$ cat config.mk
export PLATFORM = sky130hd
export DESIGN_NAME = serial_addsub
export DESIGN_NICKNAME = d
export VERILOG_FILES = /design/src/rtl/serial_addsub_pkg.sv /design/src/rtl/addsub_digit.sv /design/src/rtl/serial_addsub.sv
export SDC_FILE = /design/constraint.sdc
export NUM_CORES = 1
export LEC_CHECK = 0
export BUFFER_PORTS_ARGS = -buffer_cell sky130_fd_sc_hd__buf_4
export CAP_MARGIN = 20
export CORE_AREA = 2 2 106 108
export CTS_CLUSTER_SIZE = 28
export DETAILED_ROUTE_END_ITERATION = 6
export DIE_AREA = 0 0 108 110
export GPL_TIMING_DRIVEN = 0
export PLACE_DENSITY_LB_ADDON = 0.05
export SLEW_MARGIN = 15
export SYNTH_ARGS = -nofsm -noshare
export SYNTH_HDL_FRONTEND = slang
export SYNTH_SLANG_ARGS = --single-unit
$ cat constraint.sdc
create_clock -name clk -period 3.1 [get_ports clk]
set_clock_uncertainty 0.1 [all_clocks]
set_input_delay 0.62 -clock clk [delete_from_list [all_inputs] [get_ports clk]]
set_output_delay 0.62 -clock clk [all_outputs]
set_load 0.01 [all_outputs]
$ cat src/rtl/serial_addsub_pkg.sv
// Shared types for the digit-serial adder/subtractor.
package serial_addsub_pkg;
  localparam int STATE_W = 2;
  typedef enum logic [STATE_W-1:0] {
    IDLE = 2'b00,
    RUN  = 2'b01,
    DONE = 2'b10
  } state_t;
endpackage

$ cat src/rtl/addsub_digit.sv
// One DIGIT_W-bit ripple-carry slice; also exposes the carry into its top bit
// so the caller can form signed overflow on the most significant digit.
module addsub_digit #(
  parameter int DIGIT_W = 4
) (
  input  logic [DIGIT_W-1:0] a_d,
  input  logic [DIGIT_W-1:0] b_d,
  input  logic               ci,
  output logic [DIGIT_W-1:0] s_d,
  output logic               co,
  output logic               c_msb
);
  logic [DIGIT_W:0] c;

  assign c[0] = ci;

  for (genvar i = 0; i < DIGIT_W; i++) begin : g_fa
    assign s_d[i]   = a_d[i] ^ b_d[i] ^ c[i];
    assign c[i+1]   = (a_d[i] & b_d[i]) | (c[i] & (a_d[i] ^ b_d[i]));
  end

  assign co    = c[DIGIT_W];
  assign c_msb = c[DIGIT_W-1];
endmodule

$ cat src/rtl/serial_addsub.sv
// Multi-cycle add/sub: WIDTH-bit operands consumed DIGIT_W bits per cycle,
// LSB digit first, through a single addsub_digit slice. Valid/ready both sides.
module serial_addsub
  import serial_addsub_pkg::*;
#(
  parameter int WIDTH   = 16,
  parameter int DIGIT_W = 4
) (
  input  logic             clk,
  input  logic             rst_n,
  input  logic             in_valid,
  output logic             in_ready,
  input  logic [WIDTH-1:0] a,
  input  logic [WIDTH-1:0] b,
  input  logic             cin,
  input  logic             sub,
  output logic             out_valid,
  input  logic             out_ready,
  output logic [WIDTH-1:0] sum,
  output logic             cout,
  output logic             ovf
);
  localparam int NUM_DIG   = WIDTH / DIGIT_W;
  localparam int DIG_CNT_W = (NUM_DIG > 1) ? $clog2(NUM_DIG) : 1;
  localparam logic [DIG_CNT_W-1:0] LAST_DIG = DIG_CNT_W'(NUM_DIG - 1);

  if (WIDTH % DIGIT_W != 0) begin : g_bad_digit_w
    $error("serial_addsub: WIDTH must be a multiple of DIGIT_W");
  end

  state_t               state, state_nxt;
  logic [DIG_CNT_W-1:0] cnt;
  logic [WIDTH-1:0]     a_r, b_r, res_r, res_nxt;
  logic                 carry;
  logic [DIGIT_W-1:0]   s_d;
  logic                 co, c_msb;
  logic                 last;

  // Operands shift right each RUN cycle, so the active digit is always at bit 0.
  addsub_digit #(.DIGIT_W(DIGIT_W)) u_digit (
    .a_d   (a_r[DIGIT_W-1:0]),
    .b_d   (b_r[DIGIT_W-1:0]),
    .ci    (carry),
    .s_d   (s_d),
    .co    (co),
    .c_msb (c_msb)
  );

  assign last    = (cnt == LAST_DIG);
  assign res_nxt = (res_r >> DIGIT_W) | (WIDTH'(s_d) << (WIDTH - DIGIT_W));

  always_ff @(posedge clk or negedge rst_n) begin
    if (!rst_n) state <= IDLE;
    else        state <= state_nxt;
  end

  always_comb begin
    state_nxt = state;
    case (state)
      IDLE:    if (in_valid)  state_nxt = RUN;
      RUN:     if (last)      state_nxt = DONE;
      DONE:    if (out_ready) state_nxt = IDLE;
      default:                state_nxt = IDLE;
    endcase
  end

  always_ff @(posedge clk or negedge rst_n) begin
    if (!rst_n) begin
      cnt   <= '0;
      a_r   <= '0;
      b_r   <= '0;
      res_r <= '0;
      carry <= 1'b0;
      sum   <= '0;
      cout  <= 1'b0;
      ovf   <= 1'b0;
    end else begin
      case (state)
        IDLE: if (in_valid) begin
          // Subtraction as a + ~b + ~cin; carry-out then means "no borrow".
          a_r   <= a;
          b_r   <= sub ? ~b : b;
          carry <= cin ^ sub;
          cnt   <= '0;
        end
        RUN: begin
          a_r   <= a_r >> DIGIT_W;
          b_r   <= b_r >> DIGIT_W;
          res_r <= res_nxt;
          carry <= co;
          if (last) begin
            cnt  <= '0;
            sum  <= res_nxt;
            cout <= co;
            ovf  <= co ^ c_msb;
          end else begin
            cnt  <= cnt + 1'b1;
          end
        end
        default: ;
      endcase
    end
  end

  assign in_ready  = (state == IDLE);
  assign out_valid = (state == DONE);
endmodule

==> parameters.txt <==
Parameter                              Value

Clocking
  CTS root buffer ... sky130_fd_sc_hd__clkbuf_8
  Bufs on Longest Clock Path ... 2
  Clock-pin slew of the registers on the worst-case setup and hold paths ... ~0.080 ns
  Insertion delay of the later-clocked pin in the worst-skew pair ... roughly 0.35 ns
  H-Tree Level Count ... 3
  Clock tree from TritonCTS ... built
  # clock sinks ... 67
  Hold buffer count at cts ... 0
  Post-CTS setup buffer count ... 0
  Inserted Clock Buffers ... 9
  Number of gates resized after cts ... 0

STA
  Time the worst path needs with I/O delays and setup ... roughly 2.5 ns
  Fmax achieved ... ~400 MHz
  Slew Viols, Final ... 0
  Least-Margin Pin Slew ... between 0.9 and 1 ns
  Final setup viols ... 0
  Final worst hold slack ... approximately 0.29 ns
  Final number of hold-violating endpoints ... 0
  Unrepaired setup endpoints after global routing ... no
  TNS Setup ... 0 ns
  Fraction of the cycle the final worst path needs ... between 70% and 80%
  Tightest slew margin relative to the limit ... between 30% and 40%

Routing
  Routed via count ... ~2400
  DR pass1 iterations ... 4
  Metal2 WL ... approximately 3600 µm
  Routed wire per std cell ... 15.4 µm
  Wirelength, routed ... a little under 8000 µm
  Number of DRC violations after detailed-routing iteration 0 ... 130
  Detail Route Antenna Nets ... 0
  Number of design rule violations left after detail routing ... 0
  Top routing layer in use ... met4
  Wire length on met3 ... 356 µm
  Routed metal-1 wirelength ... between 3000 and 4000 µm
  Detailed-route vias per instance ... between 4 and 5

Yosys
  Compound-cell area share of the yosys netlist ... between 10% and 20%
  Adder-cell area share of the yosys netlist ... 2.96%
  Area fraction of the dominant cell type after synthesis ... between 50% and 60%
  Synthesized Nets ... 340
  Count of flip-flops with a built-in enable after synthesis ... 0
  Post-synth design cell area ... around 3100 µm²
  Mean instance size in the synthesized netlist ... about 11 µm²
  Share of the synthesized netlist area taken by xor and xnor gates ... 5.04%
  Dominant combinational cell family by area after synthesis ... compound AO/OA/AOI/OAI gates
  Cells after synthesis ... around 300
  Library cells used by synthesis ... 30
  Most frequently used flop master after synthesis ... sky130_fd_sc_hd__dfrtp_1
  Mux contribution to synthesized area ... a little over 5%
  Fraction of registers with async set/reset ... 100%
  Yosys top cell by area ... sky130_fd_sc_hd__dfrtp_1
  Portion of the post-synthesis area used by sequential elements ... about 54%
  Total number of yosys warnings ... 0
  Top cells by area in the synthesized netlist ... sky130_fd_sc_hd__dfrtp_1 54%, sky130_fd_sc_hd__nand2_1 7.7%, sky130_fd_sc_hd__mux2_2 5.0%
  Flop and latch count out of synthesis ... 67
  Simple logic cell fraction of the synthesized area ... approximately 11%

Power
  Total design power ... around 3.7 mW
  Gate power share ... between 40 and 50%
  Int Power ... between 2 and 2.5 mW
  Worst vdd rail ir drop ... roughly 0.34 mV
  Net Sw Power ... about 1.4 mW
  Switching Share ... between 30% and 40%
  Clk network pwr share ... between 10% and 20%
  Sequential fraction of design power ... just over 40%
  Cell Pwr Density ... ~940 nW/µm²
  Leakage power total ... ~1.8 nW

Die
  Die ar. ... approximately 12000 µm²
  Number of placed I/O pins ... 58
  Floorplan die width ... roughly 110 µm
  Die height ... approximately 110 µm
  Area of the core ... between 10000 and 15000 µm²
  Number of core rows ... 38
  Starting density of the core ... 29.2%

Global route
  Number of global-route vias before repair ... roughly 2400
  Pin count of the biggest net entering global routing ... 68
  Initial antenna violation count ... 0
  Global router's overall resource usage ... 14.4%
  First-pass GRT wire length ... around 13000 µm
  Leftover overflow at the end of global routing ... 0

Cells and area
  Number of nets in the finished design ... about 410
  Fin area ... 3910 µm²
  Most common cell after layout, fill and taps aside ... sky130_fd_sc_hd__dfrtp_1
  Commonest cells after routing, fill and taps aside ... 67 x sky130_fd_sc_hd__dfrtp_1, 64 x sky130_fd_sc_hd__nand2_1, 56 x sky130_fd_sc_hd__buf_4
  Utilization after layout ... between 30% and 40%
  P&R area growth vs syn ... 25.0%
  Fraction of final layout cells with drive strength greater than 1 ... between 20% and 30%
  Antenna fix cells ... 0
  Fill count ... 1116

Worst hold path
  Worst min-delay path category ... in -> async

Placement
  Placed Instance Area ... 3720 µm²
  RePlAce Congestion ... 0.751
  Count of input and output buffers ... 56
  DP HPWL ... around 5400 µm

Worst setup path
  Maximum cell stage delay along the critical path ... around 0.45 ns
  Data required time at the worst endpoint ... about 3.2 ns
  Data arrival time of the critical path ... between 2 and 3 ns
  Max FO, Critical Path ... 3
  Critical-path cell with the highest stage delay ... sky130_fd_sc_hd__dfrtp_1
  Cell mode on critical path ... sky130_fd_sc_hd__fa_1
  Critical-path cell list ... fa_1 -> inv_1 -> fa_1 -> inv_1 -> fa_1 -> inv_1 -> fa_1 -> o21ai_0 -> a221o_1
  Class of the most critical setup path ... reg -> reg
  Type of origin of the critical path ... flip-flop
  Element type at the critical path end ... flip-flop

Job
  Number of maximum-capacitance violations ... 0

Outcome
  Run status ... finished, final reports clean
## registers in the layout, indices dropped and copies added (netlist names)
signal  cells
carry       1
a_r        16
state       2
cnt         2
cout        1
ovf         1
sum        16
b_r        16
res_r      12
## logic make-up after synthesis
| family | after synthesis |
|---|---|
| adder cells (fa/ha/maj) | 5 |
| buffers and inverters | 34 |
| flip-flops | 67 |
| AO/OA/AOI/OAI | 76 |
| AND/OR/NAND/NOR | 83 |
| multiplexers | 14 |
| XOR/XNOR | 18 |
## Yosys cell counts (all sizes together), types with 6 or more instances
cell type / n
nand2: 64
a22oi: 16
nor2b: 10
a21oi: 9
clkbuf: 6
buf: 16
mux2: 14
inv: 12
a221o: 6
dfrtp: 67
o21ai: 30
xnor2: 14
## path summary, 6_finish.rpt
path | slack [ns] | to | from | cells after the start
min in group clk | 0.37 | state[1]$_DFFE_PN0P_ | out_ready | 2
worst min register to register | 0.37 | res_r[7]$_DFFE_PN0P_ | res_r[7]$_DFFE_PN0P_ | 2
max in group asynchronous | 2.00 | b_r[5]$_DFFE_PN0P_ | rst_n | 1
worst min-delay path | 0.29 | res_r[10]$_DFFE_PN0P_ | rst_n | 1
worst max-delay path | 0.63 | carry$_DFFE_PN0P_ | a_r[0]$_DFFE_PN0P_ | 9
worst max register to register | 0.63 | carry$_DFFE_PN0P_ | a_r[0]$_DFFE_PN0P_ | 9
## area by class of cell
class | count | area (µm²) | area share, %
multi-input cells | 196 | 1300 | 33.2
plain buffers | 22 | 109 | 2.78
repair buffers | 56 | 420 | 10.7
clock inverters | 5 | 36.3 | 0.928
clock buffers | 11 | 151 | 3.87
inverters | 12 | 45.0 | 1.15
flip-flops and latches | 67 | 1680 | 42.9
well taps | 140 | 175 | 4.48
## stage by stage
stage,instances,setup WS [ns]
2_1_floorplan,297,0.843
3_3_place_gp,493,0.648
3_5_place_dp,493,0.611
4_1_cts,509,0.601
5_1_grt,509,0.469
6_report,509,0.627
## power by group through the flow
| stage | Clock, mW | Combinational, mW | Sequential [mW] |
|---|---|---|---|
| after CTS | 0.721 | 1.52 | 1.49 |
| after detailed placement | 0 | 1.52 | 1.50 |
| final | 0.697 | 1.48 | 1.48 |
| after global placement | 0 | 1.50 | 1.49 |
| after global routing | 0.758 | 1.69 | 1.53 |
| after floorplan | 0 | 0.941 | 1.48 |
## critical path, delay by kind of cell (launching register included)
family | cells | cell delay (ns)
buffers and inverters | 3 | 0.22
DFF | 1 | 0.45
AOI/OAI and AO/OA | 2 | 0.36
adders and majority gates | 4 | 1.24
## routing by layer
layer / track usage [%] / vias to the layer above
li1: - / 1152
met1: 19.2 / 1143
met2: 22.6 / 55
met3: 4.41 / 7
met4: 4.12 / 0
met5: 0 / -
Note: power is estimated with default switching activity, not from simulation.
